===== config.mk =====
export PLATFORM = sky130hd
export DESIGN_NAME = fetch_unit
export DESIGN_NICKNAME = d
export VERILOG_FILES = /design/src/rtl/fetch_unit.sv
export SDC_FILE = /design/constraint.sdc
export NUM_CORES = 1
export LEC_CHECK = 0
export CAP_MARGIN = 5
export CORE_MARGIN = 3
export CORE_UTILIZATION = 43
export CTS_BUF_LIST = sky130_fd_sc_hd__clkbuf_8
export CTS_CLUSTER_DIAMETER = 80
export DETAILED_ROUTE_END_ITERATION = 12
export PLACE_DENSITY = 0.84
export SYNTH_ARGS = -nofsm -noshare
export SYNTH_HDL_FRONTEND = slang
export SYNTH_SLANG_ARGS = --single-unit

===== constraint.sdc =====
create_clock -name i_clk -period 4 [get_ports i_clk]
set_input_delay 0.6 -clock i_clk [delete_from_list [all_inputs] [get_ports i_clk]]
set_output_delay 0.6 -clock i_clk [all_outputs]
set_load 0.005 [all_outputs]

===== src/rtl/fetch_unit.sv =====
// fetch_unit: holds the PC, drives the instruction-memory read and buffers one word for the decoder.
// Latency: ihit in cycle t presents the word on o_instr in cycle t+1; one word per cycle back-to-back.
// Backpressure: i_stall with a held word drops o_imemren so the held word is never overwritten.
// Build option: define FETCH_PERF_EN to add the fetch/stall performance counters (else tied to 0).
module fetch_unit #(
    parameter logic [31:0] PC_INIT = 32'h0000_0000
) (
    input  logic        i_clk,
    input  logic        i_rst,
    output logic        o_imemren,
    output logic [31:0] o_imemaddr,
    input  logic        i_ihit,
    input  logic [31:0] i_iload,
    input  logic        i_stall,
    input  logic        i_flush,
    input  logic [31:0] i_redirect_pc,
    output logic [31:0] o_instr,
    output logic [31:0] o_instr_pc,
    output logic [31:0] o_npc,
    output logic        o_instr_valid,
    output logic        o_halted,
    output logic [31:0] o_fetch_count,
    output logic [31:0] o_stall_count
);

    localparam logic [5:0] OP_HALT = 6'h3F;

    typedef enum logic [1:0] {
        S_RUN    = 2'd0,
        S_DRAIN  = 2'd1,
        S_HALTED = 2'd2
    } state_t;

    state_t      r_state;
    state_t      w_state_nxt;
    logic [31:0] r_pc;
    logic [31:0] r_instr;
    logic [31:0] r_instr_pc;
    logic        r_instr_valid;
    logic        w_imemren;
    logic        w_halted;
    logic        w_accept;
    logic        w_consume;
    logic        w_halt_word;

    // Request already excludes flush, so an accept is never overridden afterwards.
    assign w_accept    = w_imemren & i_ihit;
    assign w_consume   = r_instr_valid & ~i_stall;
    assign w_halt_word = (i_iload[31:26] == OP_HALT);

    // FSM state register
    always_ff @(posedge i_clk or posedge i_rst) begin
        if (i_rst) begin
            r_state <= S_RUN;
        end else begin
            r_state <= w_state_nxt;
        end
    end

    // FSM next state: flush wins over HALT detection and over the HALT consume
    always_comb begin
        w_state_nxt = r_state;
        case (r_state)
            S_RUN: begin
                if (w_accept && w_halt_word) begin
                    w_state_nxt = S_DRAIN;
                end
            end
            S_DRAIN: begin
                if (i_flush) begin
                    w_state_nxt = S_RUN;
                end else if (w_consume) begin
                    w_state_nxt = S_HALTED;
                end
            end
            S_HALTED: begin
                w_state_nxt = S_HALTED;
            end
            default: begin
                w_state_nxt = S_RUN;
            end
        endcase
    end

    // FSM outputs: request only while running, buffer not blocked, no redirect and not in reset
    always_comb begin
        w_imemren = (r_state == S_RUN) && !(r_instr_valid && i_stall) && !i_flush && !i_rst;
        w_halted  = (r_state == S_HALTED);
    end

    // PC and one-entry output buffer; everything freezes once halted
    always_ff @(posedge i_clk or posedge i_rst) begin
        if (i_rst) begin
            r_pc          <= PC_INIT;
            r_instr       <= 32'h0;
            r_instr_pc    <= 32'h0;
            r_instr_valid <= 1'b0;
        end else if (r_state != S_HALTED) begin
            if (i_flush) begin
                r_instr_valid <= 1'b0;
                r_pc          <= i_redirect_pc & ~32'h0000_0003;
            end else if (w_accept) begin
                r_instr       <= i_iload;
                r_instr_pc    <= r_pc;
                r_instr_valid <= 1'b1;
                r_pc          <= r_pc + 32'd4;
            end else if (w_consume) begin
                r_instr_valid <= 1'b0;
            end
        end
    end

`ifdef FETCH_PERF_EN
    logic [31:0] r_fetch_count;
    logic [31:0] r_stall_count;

    // Performance counters, wrap naturally, cleared only by reset
    always_ff @(posedge i_clk or posedge i_rst) begin
        if (i_rst) begin
            r_fetch_count <= 32'h0;
            r_stall_count <= 32'h0;
        end else begin
            if (w_accept) begin
                r_fetch_count <= r_fetch_count + 32'd1;
            end
            if (r_instr_valid && i_stall) begin
                r_stall_count <= r_stall_count + 32'd1;
            end
        end
    end

    assign o_fetch_count = r_fetch_count;
    assign o_stall_count = r_stall_count;
`else
    assign o_fetch_count = 32'h0;
    assign o_stall_count = 32'h0;
`endif

    assign o_imemren     = w_imemren;
    assign o_imemaddr    = r_pc;
    assign o_instr       = r_instr;
    assign o_instr_pc    = r_instr_pc;
    assign o_npc         = r_instr_pc + 32'd4;
    assign o_instr_valid = r_instr_valid;
    assign o_halted      = w_halted;

endmodule


== After elaboration in Yosys (flattened, before gate mapping) ==
Index checks and enable logic that the tools add are counted.

* Register bits: 99
* Latch bits: 0
* RAM bits: 0
* Bits in read-only memories: 0
* Input bits: 69
* Logic and storage cells: 41
* Memories: 0

* Add/sub/neg operators: 2
* Multipliers: 0
* Div/mod/pow operators: 0
* $lt $le $gt $ge: 0
* Equality and inequality tests: 6
* Shift operators: 0
* Mux-type cells: 9
* Bitwise gates (word level): 4
* Reduce and logical (&&, ||, !) cells: 15

{| class="wikitable"
|+ Operator list
! cell !! count
|-
| adder 32 x 3 -> 32 bit (second input constant) || 2
|-
| two-way mux 32 bit || 2
|-
| equality test 6 bit (second input constant) || 1
|-
| two-way mux 2 bit || 3
|-
| case mux 2 bit (3 select lines) || 1
|-
| AND reduction 2 bit || 3
|-
| logical AND 1 bit || 5
|-
| inequality test 2 bit (second input constant) || 2
|-
| logical NOT 1 bit || 3
|-
| two-way mux 1 bit || 3
|-
| inequality test 3 bit (second input constant) || 1
|-
| AND reduction 3 bit || 1
|-
| nonzero test 3 bit || 1
|-
| AND 1 bit || 2
|-
| equality test 2 x 1 -> 1 bit (second input constant) || 1
|-
| equality test 2 bit (second input constant) || 1
|-
| logical NOT 2 bit || 1
|-
| inverter 1 bit || 2
|-
| nonzero test 2 bit || 1
|}

== Depth between registers and ports, before layout ==
Gate-level depths: netlist of the first run.

* Word-level depth: 9
* Gate-level depth with buffers: 8
* Gate-level depth less buffers: 6

== Least setup slack after synthesis of the first run ==
Ideal clock, no wire load.

* Path kind: input-to-output
* Start: input i_flush
* End: output o_imemren
* Data arrival time: 1.506 ns
* Data required time: 3.400 ns
* Slack: 1.894 ns
* Stages: 4
* Path through: clkbuf_1 > buf_1 > buf_1 > nor3_1

* Cells in the longest elaborated chain, start to end: 3

{| class="wikitable"
|+ Ends and longest elaborated chain
! item !! RTL line !! text
|-
| start: declaration || 15 || <nowiki>input logic i_flush,</nowiki>
|-
| logical NOT 1 bit || 87 || <nowiki>w_imemren = (r_state == S_RUN) && !(r_instr_valid && i_stall) && !i_flush && !i_rst;</nowiki>
|-
| logical AND 1 bit (2 in series) || 87 ||
|-
| end: declaration || 10 || <nowiki>output logic o_imemren,</nowiki>
|}

No other way between the ends.

== Worst setup path in the final report of the first run ==
* Start: register r_instr_pc[2] (netlist: o_instr_pc[2])
* End: output o_npc[28]

* Cells in the longest elaborated chain, start to end: 1

{| class="wikitable"
|+ Ends and longest elaborated chain
! item !! RTL line !! text
|-
| start: declaration || 38 || <nowiki>logic [31:0] r_instr_pc;</nowiki>
|-
| start signal: assignment || 104 || <nowiki>r_instr_pc <= r_pc;</nowiki>
|-
| adder 32 x 3 -> 32 bit || 143 || <nowiki>assign o_npc = r_instr_pc + 32'd4;</nowiki>
|-
| end: declaration || 19 || <nowiki>output logic [31:0] o_npc,</nowiki>
|}

No other way between the ends.

==> flow_summary.json, run 1 <==
{
  "crit_family": "simple AND/OR/NAND/NOR gates",
  "dieArea_sq_mm": 0.0145,
  "hold_depth": 1,
  "cts_setup_buffers": 0,
  "period_share_pct": 81.6,
  "synth-main-ff-cell": "dfrtp_1",
  "critPathRequiredTime_ns": 3.40,
  "fin_skew_ns": 0.0148,
  "critPathLaunchType": "register",
  "layout_min_cycle_time_ns": 3.26,
  "wl_per_cell_um": 17.8,
  "synth_cells": 564,
  "cts_resized": 0,
  "final-seq-area_sq_mm": 0.00238,
  "die_w_um": 120,
  "post-place-ws_ns": 1.01,
  "synth.distinct_cells": 60,
  "clk_path_buf_depth": 2,
  "drive_gt1_share_pct": 12.2,
  "ys_seq_elements": 95,
  "synthArstFlopShare_pct": 100,
  "cap_violations": 0,
  "path_max_fanout": 5,
  "synth_compound_area_share_pct": 11.1,
  "r2r-start": "r_state[1]$_DFFE_PP0P_",
  "cp.arrival_ns": 2.66,
  "muxShareOfSynthArea_pct": 12.3,
  "synth-xor-area-share_pct": 4.52,
  "min_from": "o_instr[12]$_DFFE_PP0P_",
  "setup_ws_ns": 0.736,
  "cp_slowest_cell": "clkdlybuf4s50_1",
  "cts_buffers": 9,
  "cpPeakStageDelay_ns": 0.56,
  "num-nets-final": 820,
  "ys_seq_area_share_pct": 42.3,
  "clk_latency_ns": 0.37,
  "cts-root-buf": "clkbuf_8",
  "first_iter_violations": 375,
  "std_cell_rows": 41,
  "finalSetupViolCount": 0,
  "globalplace.congestion": 0.872,
  "clkPwrFrac_pct": 19.3,
  "dieHeight_um": 120,
  "power.switching_mw": 1.01,
  "filler_cell_count": 1067,
  "multiInputGateArea_sq_mm": 0.00282,
  "combPwrFrac_pct": 36.7,
  "overflow": 0,
  "diodes": 0,
  "drt_wl_total_um": 16400,
  "status": "finished, final reports clean",
  "syn_area_sq_mm": 0.00562,
  "portBuffers": 191,
  "ir_drop_v": 0.000222,
  "crit_type": "register to output port",
  "clock-sinks": 95,
  "antenna_found_initial": 0,
  "holdPathEnd": "o_instr[12]$_DFFE_PP0P_",
  "rr_endpoint": "o_instr[8]$_DFFE_PP0P_",
  "htree_num_levels": 3,
  "worstPathCellList": "ha_1, nand4_1, nor2_1, and3_1, nand3_1, xnor2_1, clkdlybuf4s50_1",
  "rsz0062_at_grt": "no",
  "path_clk_slew_ns": 0.09,
  "synth_fa_ha_area_share_pct": 0.445,
  "layout_commonest_cell": "clkdlybuf4s50_1",
  "power_density_mw_per_mm2": 422,
  "synth_warnings": 0,
  "ant_nets": 0,
  "tns_ns": 0,
  "tightest_slew_ns": 1.04,
  "avgSynthCellArea_sq_um": 9.96,
  "yosys.area_share.simple_pct": 16.9,
  "track_usage_pct": 22.2,
  "synth_top_family_by_area": "simple AND/OR/NAND/NOR gates",
  "ff2ff_setup_slack_ns": 1.67,
  "dr.pass1.iters": 7,
  "areaGrowthSynthToFinish_pct": 35.7,
  "hold_path.class": "register to register",
  "initial_utilization_pct": 44.2,
  "grt_pass1_vias": 4802,
  "power_leakage_nw": 3.12,
  "via_per_inst": 5.29,
  "cp-end-kind": "output port",
  "grt_pass1_wl_um": 25900,
  "synth_edf_count": 0,
  "hold_viol": 0,
  "io_pins": 264,
  "tritoncts": "done",
  "slew_viol_final": 0,
  "grt_max_degree": 85,
  "path_buf_inv": 1,
  "postCtsHoldBufs": 0,
  "p_int_mw": 2.21,
  "max_freq_ghz": 0.306,
  "dr_total_vias": 4890,
  "core_region_area_sq_mm": 0.0127,
  "rr_worst_depth": 4,
  "detailed_place_hpwl_um": 12500,
  "mostFrequentLayoutCells": "clkdlybuf4s50_1 (191), dfrtp_1 (95), conb_1 (70)",
  "drc_errors": 0,
  "seq_power_share_pct": 44.0,
  "swShare_pct": 31.3,
  "slew_headroom_pct": 30.8
}
-- synthesized netlist by cell type (all sizes together), types with 11 or more instances --
| master | n | area (sq um) |
|---|---|---|
| mux2 | 55 | 619 |
| nor3 | 14 | 70.1 |
| buf | 87 | 622 |
| and3 | 11 | 68.8 |
| a21oi | 25 | 125 |
| o21ai | 31 | 155 |
| nor2 | 21 | 78.8 |
| xnor2 | 24 | 210 |
| nand2 | 41 | 156 |
| nand4 | 18 | 125 |
| dfrtp | 95 | 2380 |
| nand3 | 30 | 168 |
-- how the worst max path moves through the flow --
stage,cells past startpoint,start,slack [ns],end
floorplan,1,i_rst,0.92,o_imemaddr[10]$_DFFE_PP0P_
global placement,4,i_rst,1.06,o_imemren
detailed placement,4,i_rst,1.01,o_imemren
CTS,7,o_instr_pc[2]$_DFFE_PP0P_,0.66,o_npc[28]
global route,7,o_instr_pc[2]$_DFFE_PP0P_,0.50,o_npc[28]
finish,7,o_instr_pc[2]$_DFFE_PP0P_,0.74,o_npc[28]
-- logic make-up (layout without fill, tap and decap cells) --
family / Yosys count / after routing
xor+xnor: 29 / 29
other cells: 1 / 70
fa+ha+maj: 2 / 2
buf+inv: 106 / 226
flops: 95 / 95
simple gates: 170 / 170
mux: 62 / 62
compound gates: 99 / 99
-- per-stage QoR --
| stage | instance area, sq um | instances | hold WS [ns] | util [%] | total power, mW |
|---|---|---|---|---|---|
| after floorplan | 5880 | 633 | 0.505 | - | 1.86 |
| after global placement | 7450 | 910 | 0.490 | 58.5 | 2.57 |
| after detailed placement | 7450 | 910 | 0.496 | 58.5 | 2.62 |
| after CTS | 7630 | 925 | 0.519 | 59.9 | 3.24 |
| after global routing | 7630 | 925 | 0.538 | 59.9 | 3.40 |
| final | 7630 | 925 | 0.515 | 59.9 | 3.22 |
-- state kept, by name, summed over array words and instances, names as in the netlist --
| name | flops |
|---|---|
| o_instr | 32 |
| o_imemaddr | 30 |
| o_instr_pc | 30 |
| r_state | 2 |
| o_instr_valid | 1 |
-- power groups by stage --
| stage | logic [mW] | clock network (mW) | registers [mW] |
|---|---|---|---|
| 2_1_floorplan | 0.483 | 0 | 1.38 |
| 3_3_place_gp | 1.15 | 0 | 1.42 |
| 3_5_place_dp | 1.19 | 0 | 1.43 |
| 4_1_cts | 1.19 | 0.632 | 1.42 |
| 5_1_grt | 1.28 | 0.668 | 1.46 |
| 6_report | 1.18 | 0.621 | 1.42 |
-- worst reg2reg max path: stages (launching register included) --
cell and delay, ns:
dfrtp_1 0.52, or3b_1 0.60, nor2_4 0.35, buf_4 0.36, mux2_2 0.39
-- metal layers --
metal / GRT usage [%] / vias to the layer above / share of wire (%)
met2: 37.5 / 258 / 49
li1: - / 2274 / -
met3: 6.31 / 34 / 9.0
met5: 0 / - / 0
met1: 27.8 / 2324 / 39
met4: 6.66 / 0 / 2.1
-- final cells by class --
type                    instances  area share, %
well taps                     172           2.82
flip-flops and latches         95           31.2
repair buffers                201           26.2
clock buffers                   9           1.62
multi-input cells             432           36.9
inverters                      10          0.525
clock inverters                 6          0.722
Note: power is estimated with default switching activity, not from simulation.
==> run 2, diff against run 1 <==
--- a/config.mk
+++ b/config.mk
@@ -7,11 +7,11 @@
 export LEC_CHECK = 0
 export CAP_MARGIN = 5
 export CORE_MARGIN = 3
-export CORE_UTILIZATION = 43
+export CORE_UTILIZATION = 39
 export CTS_BUF_LIST = sky130_fd_sc_hd__clkbuf_8
 export CTS_CLUSTER_DIAMETER = 80
 export DETAILED_ROUTE_END_ITERATION = 12
-export PLACE_DENSITY = 0.84
+export PLACE_DENSITY = 0.81
 export SYNTH_ARGS = -nofsm -noshare
 export SYNTH_HDL_FRONTEND = slang
 export SYNTH_SLANG_ARGS = --single-unit
==> constraint.sdc (replaced) <==
create_clock -name i_clk -period 2.8 [get_ports i_clk]
set_input_delay 0.42 -clock i_clk [delete_from_list [all_inputs] [get_ports i_clk]]
set_output_delay 0.42 -clock i_clk [all_outputs]
set_load 0.005 [all_outputs]
==> run 2 against run 1 <==
Against the previous run:
- combinational power is 53% higher
- largest cell class unchanged
- design area is 4.4% higher
- total power is 49% higher
- worst setup slack worse by 0.67 ns
- die area is 9.7% higher
- sequential power is 39% higher
- critical endpoint is now o_npc[31]
- hold slack worse by 0.0047 ns
- flip-flop and latch count stayed put
- register-to-register slack worse by 1.2 ns
- via count is 1.7% higher
==> flow_summary.json, run 2 (synthesized netlist as in run 1, its figures left out) <==
{
  "cp-end-kind": "output port",
  "first_iter_violations": 238,
  "crit_type": "register to output port",
  "p_int_mw": 3.36,
  "tritoncts": "done",
  "num-nets-final": 845,
  "htree_num_levels": 3,
  "post-place-ws_ns": 0.174,
  "grt_max_degree": 37,
  "initial_utilization_pct": 40.2,
  "diodes": 0,
  "setup_ws_ns": 0.0622,
  "layout_min_cycle_time_ns": 2.74,
  "areaGrowthSynthToFinish_pct": 41.7,
  "mostFrequentLayoutCells": "clkdlybuf4s50_1 (182), dfrtp_1 (90), conb_1 (70)",
  "antenna_found_initial": 0,
  "clk_latency_ns": 0.37,
  "power_density_mw_per_mm2": 603,
  "combPwrFrac_pct": 37.7,
  "clk_path_buf_depth": 2,
  "cap_violations": 0,
  "swShare_pct": 30.0,
  "via_per_inst": 5.18,
  "hold_ws_ns": 0.510,
  "filler_cell_count": 1193,
  "hold_viol": 0,
  "io_pins": 264,
  "cts_buffers": 9,
  "slew_viol_final": 0,
  "dieArea_sq_mm": 0.0159,
  "max_freq_ghz": 0.365,
  "rsz0062_at_grt": "yes",
  "fin_util_pct": 56.9,
  "postCtsHoldBufs": 0,
  "seq_power_share_pct": 41.1,
  "tightest_slew_ns": 0.664,
  "critPathRequiredTime_ns": 2.38,
  "path_clk_slew_ns": 0.09,
  "clock-sinks": 95,
  "cp.arrival_ns": 2.32,
  "detailed_place_hpwl_um": 12200,
  "status": "finished, final reports clean",
  "tns_ns": 0,
  "path_max_fanout": 5,
  "dr.pass1.iters": 5,
  "drive_gt1_share_pct": 17.1,
  "largest_reg_flops": 32,
  "clkPwrFrac_pct": 21.1,
  "std_cell_rows": 43,
  "power.switching_mw": 1.44,
  "dieHeight_um": 126,
  "overflow": 0,
  "ir_drop_v": 0.000344,
  "period_share_pct": 97.8,
  "wl_per_cell_um": 16.8,
  "layout_commonest_cell": "clkdlybuf4s50_1",
  "grt_pass1_vias": 4614,
  "p_total_mw": 4.80,
  "dr_total_vias": 4971,
  "fin_skew_ns": 0.00910,
  "power_leakage_nw": 3.34,
  "die_w_um": 126,
  "drc_errors": 0,
  "track_usage_pct": 19.6,
  "slew_headroom_pct": 55.4,
  "core_region_area_sq_mm": 0.0140,
  "portBuffers": 191,
  "globalplace.congestion": 0.882,
  "cts-root-buf": "clkbuf_8",
  "critPathLaunchType": "register",
  "finalSetupViolCount": 0,
  "grt_pass1_wl_um": 24900,
  "drt_wl_total_um": 16100,
  "ant_nets": 0,
  "hold_path.class": "register to register"
}
## run 2: worst max-delay path, cell delays in order, from the launching register on
cell             delay, ns
dfrtp_1               0.40
buf_4                 0.15
nand2_1               0.11
nor3_2                0.12
buf_4                 0.14
and3_4                0.23
nand3_1               0.11
xnor2_1               0.15
clkdlybuf4s50_1       0.52
## run 2: layer usage
metal / part of all wire (%) / track usage, % / vias to the layer above
met2: 48 / 31.5 / 212
met4: 1.9 / 6.44 / 0
met5: 0 / 0 / -
met1: 41 / 25.5 / 2406
li1: - / - / 2329
met3: 8.5 / 5.81 / 24
## run 2: final cells by class
cell class,instances,area (sq um),share of cell area [%]
Tap cell,180,225,2.83
Sequential cell,95,2380,29.9
Multi-Input combinational cell,432,2850,35.8
Clock buffer,10,138,1.73
Timing Repair Buffer,226,2240,28.1
Clock inverter,6,83.8,1.05
Inverter,10,41.3,0.519
## run 2: repair_timing
action | in CTS | in global routing
endpoints found under the setup margin | 15 | 16
setup buffers | 8 | 6
cloned | 0 | 0
pin swaps | 4 | 6
resized for setup | 14 | 11
## run 2: power groups by stage
stage / clock [mW] / sequential, mW / combinational (mW)
floorplan: 0 / 1.97 / 0.690
detailed placement: 0 / 2.04 / 1.69
global placement: 0 / 2.03 / 1.67
finish: 1.01 / 1.98 / 1.81
CTS: 1.05 / 1.99 / 1.77
global route: 1.10 / 2.03 / 1.96
## run 2: path summary, 6_finish.rpt
kind / slack, ns / depth (start not counted) / to / start
max in group asynchronous: 1.64 / 3 / o_instr_pc[16]$_DFFE_PP0P_ / i_rst
max reg2reg: 0.51 / 6 / o_imemaddr[26]$_DFFE_PP0P_ / o_imemaddr[2]$_DFFE_PP0P_
min in group asynchronous: 0.57 / 2 / o_instr[23]$_DFFE_PP0P_ / i_rst
min reg2reg: 0.51 / 1 / o_instr[0]$_DFFE_PP0P_ / o_instr[0]$_DFFE_PP0P_
max: 0.06 / 8 / o_npc[31] / o_instr_pc[3]$_DFFE_PP0P_
min: 0.51 / 1 / o_instr[0]$_DFFE_PP0P_ / o_instr[0]$_DFFE_PP0P_
## run 2: stage by stage
stage,std cells,instance area [sq um]
after floorplan,633,5880
after global placement,929,7580
after detailed placement,929,7580
after CTS,953,7890
after global routing,959,7960
final,959,7960
==> run 3, diff against run 2 <==
--- a/config.mk
+++ b/config.mk
@@ -11,6 +11,7 @@
 export CTS_BUF_LIST = sky130_fd_sc_hd__clkbuf_8
 export CTS_CLUSTER_DIAMETER = 80
 export DETAILED_ROUTE_END_ITERATION = 12
+export MAX_ROUTING_LAYER = met4
 export PLACE_DENSITY = 0.81
 export SYNTH_ARGS = -nofsm -noshare
 export SYNTH_HDL_FRONTEND = slang
==> run 3 against run 2 <==
Against the previous run:
- count of clock-buffer cells in the layout unchanged
- first-iteration DRC count is 2.9% lower
- die area is the same
- combinational power barely moved
- sequential power about the same
- core utilization stayed put
- non-clock buffer count stayed put
- register-to-register slack hardly changed
- wire length rose by 0.35%
- hold slack better by 0.00070 ns
- flip-flop and latch count did not move
==> flow_summary.json, run 3 (synthesized netlist as in run 1, its figures left out) <==
{
  "status": "finished, final reports clean",
  "path_clk_slew_ns": 0.09,
  "tritoncts": "done",
  "track_usage_pct": 20.3,
  "crit_type": "register to output port",
  "cp-end-kind": "output port",
  "final_cell_area_sq_mm": 0.00796,
  "slew_headroom_pct": 52.7,
  "globalplace.congestion": 0.896,
  "finalSetupViolCount": 0,
  "cts-root-buf": "clkbuf_8",
  "wl_per_cell_um": 16.8,
  "cp.arrival_ns": 2.31,
  "fin_skew_ns": 0.0102,
  "clk_latency_ns": 0.37,
  "clk_path_buf_depth": 2,
  "clock-sinks": 95,
  "first_iter_violations": 231,
  "die_w_um": 126,
  "overflow": 0,
  "critPathRequiredTime_ns": 2.38,
  "cts_buffers": 9,
  "num-nets-final": 845,
  "postCtsHoldBufs": 0,
  "antenna_found_initial": 0,
  "layout_commonest_cell": "clkdlybuf4s50_1",
  "layout_min_cycle_time_ns": 2.73,
  "mostFrequentLayoutCells": "clkdlybuf4s50_1 (182), dfrtp_1 (90), conb_1 (70)",
  "grt_max_degree": 37,
  "portBuffers": 191,
  "detailed_place_hpwl_um": 12200,
  "htree_num_levels": 3,
  "drt_wl_total_um": 16200,
  "placedInstanceArea_sq_mm": 0.00758,
  "dieHeight_um": 126,
  "initial_utilization_pct": 40.2,
  "grt_pass1_vias": 4598,
  "dieArea_sq_mm": 0.0159,
  "period_share_pct": 97.7,
  "dr.pass1.iters": 5,
  "core_region_area_sq_mm": 0.0140,
  "power_density_mw_per_mm2": 605,
  "tightest_slew_ns": 0.704,
  "std_cell_rows": 43,
  "hold_viol": 0,
  "largest_reg_flops": 32,
  "diodes": 0,
  "path_max_fanout": 5,
  "grt_pass1_wl_um": 25000,
  "rsz0062_at_grt": "yes",
  "ff2ff_setup_slack_ns": 0.50,
  "io_pins": 264,
  "ir_drop_v": 0.000345,
  "drive_gt1_share_pct": 17.1,
  "areaGrowthSynthToFinish_pct": 41.7,
  "tns_ns": 0,
  "critPathLaunchType": "register",
  "hold_path.class": "register to register",
  "max_freq_ghz": 0.366,
  "cap_violations": 0,
  "power_leakage_nw": 3.34,
  "drc_errors": 0,
  "dr_total_vias": 4944,
  "via_per_inst": 5.16,
  "ant_nets": 0,
  "slew_viol_final": 0
}
## run 3: cell counts in the layout (fill, tap and decap cells not counted)
No cell type changed its count.
## run 3: critical path: stages, from the launching register on
cell and delay [ns]:
dfrtp_1 0.41, buf_4 0.15, nand2_1 0.11, nor3_2 0.12, buf_4 0.13, and3_4 0.23, nand3_1 0.11, xnor2_1 0.15
clkdlybuf4s50_1 0.52
## run 3: per-layer routing
| layer | share of wire, % | GRT usage, % |
|---|---|---|
| met5 | 0 | - |
| met4 | 1.9 | 6.44 |
| met3 | 7.7 | 4.79 |
| met2 | 48 | 31.3 |
| met1 | 42 | 26.5 |
## run 3: stage by stage
stage,hold WS [ns],utilization [%],setup WS (ns),total power [mW],instances
after CTS,0.515,56.4,0.00357,4.81,953
after floorplan,0.505,-,0.835,2.66,633
final,0.511,56.9,0.0654,4.81,959
after global routing,0.535,56.9,-0.0901,5.10,959
after detailed placement,0.495,54.2,0.174,3.73,929
after global placement,0.488,54.2,0.230,3.70,929
## run 3: cell type report
cell class / instances / area [sq um]
Fill cell: 1193 / 6030
Multi-Input combinational cell: 432 / 2850
Sequential cell: 95 / 2380
Timing Repair Buffer: 226 / 2240
Tap cell: 180 / 225
Clock buffer: 10 / 138
Clock inverter: 6 / 83.8
Inverter: 10 / 41.3
## run 3: repair_timing
item                                    in CTS  in global routing
setup buffers                                8                  6
pin swaps                                    4                  6
hold endpoints to repair                     0                  0
endpoints found under the setup margin      15                 16
resized for setup                           14                 11
## run 3: power by group
part,switching (mW),internal [mW],total [mW]
clock,0.496,0.525,1.02
combinational,0.635,1.18,1.82
sequential,0.319,1.66,1.98
total,1.45,3.36,4.81
## run 3: worst paths after layout
kind,cells past startpoint,to,start
hold / removal,1,o_instr[0]$_DFFE_PP0P_,o_instr[0]$_DFFE_PP0P_
min in group asynchronous,2,o_instr[15]$_DFFE_PP0P_,i_rst
setup / recovery,8,o_npc[31],o_instr_pc[3]$_DFFE_PP0P_
setup reg to reg,6,o_imemaddr[26]$_DFFE_PP0P_,o_imemaddr[2]$_DFFE_PP0P_
hold reg to reg,1,o_instr[0]$_DFFE_PP0P_,o_instr[0]$_DFFE_PP0P_
max in group asynchronous,3,o_instr_pc[16]$_DFFE_PP0P_,i_rst
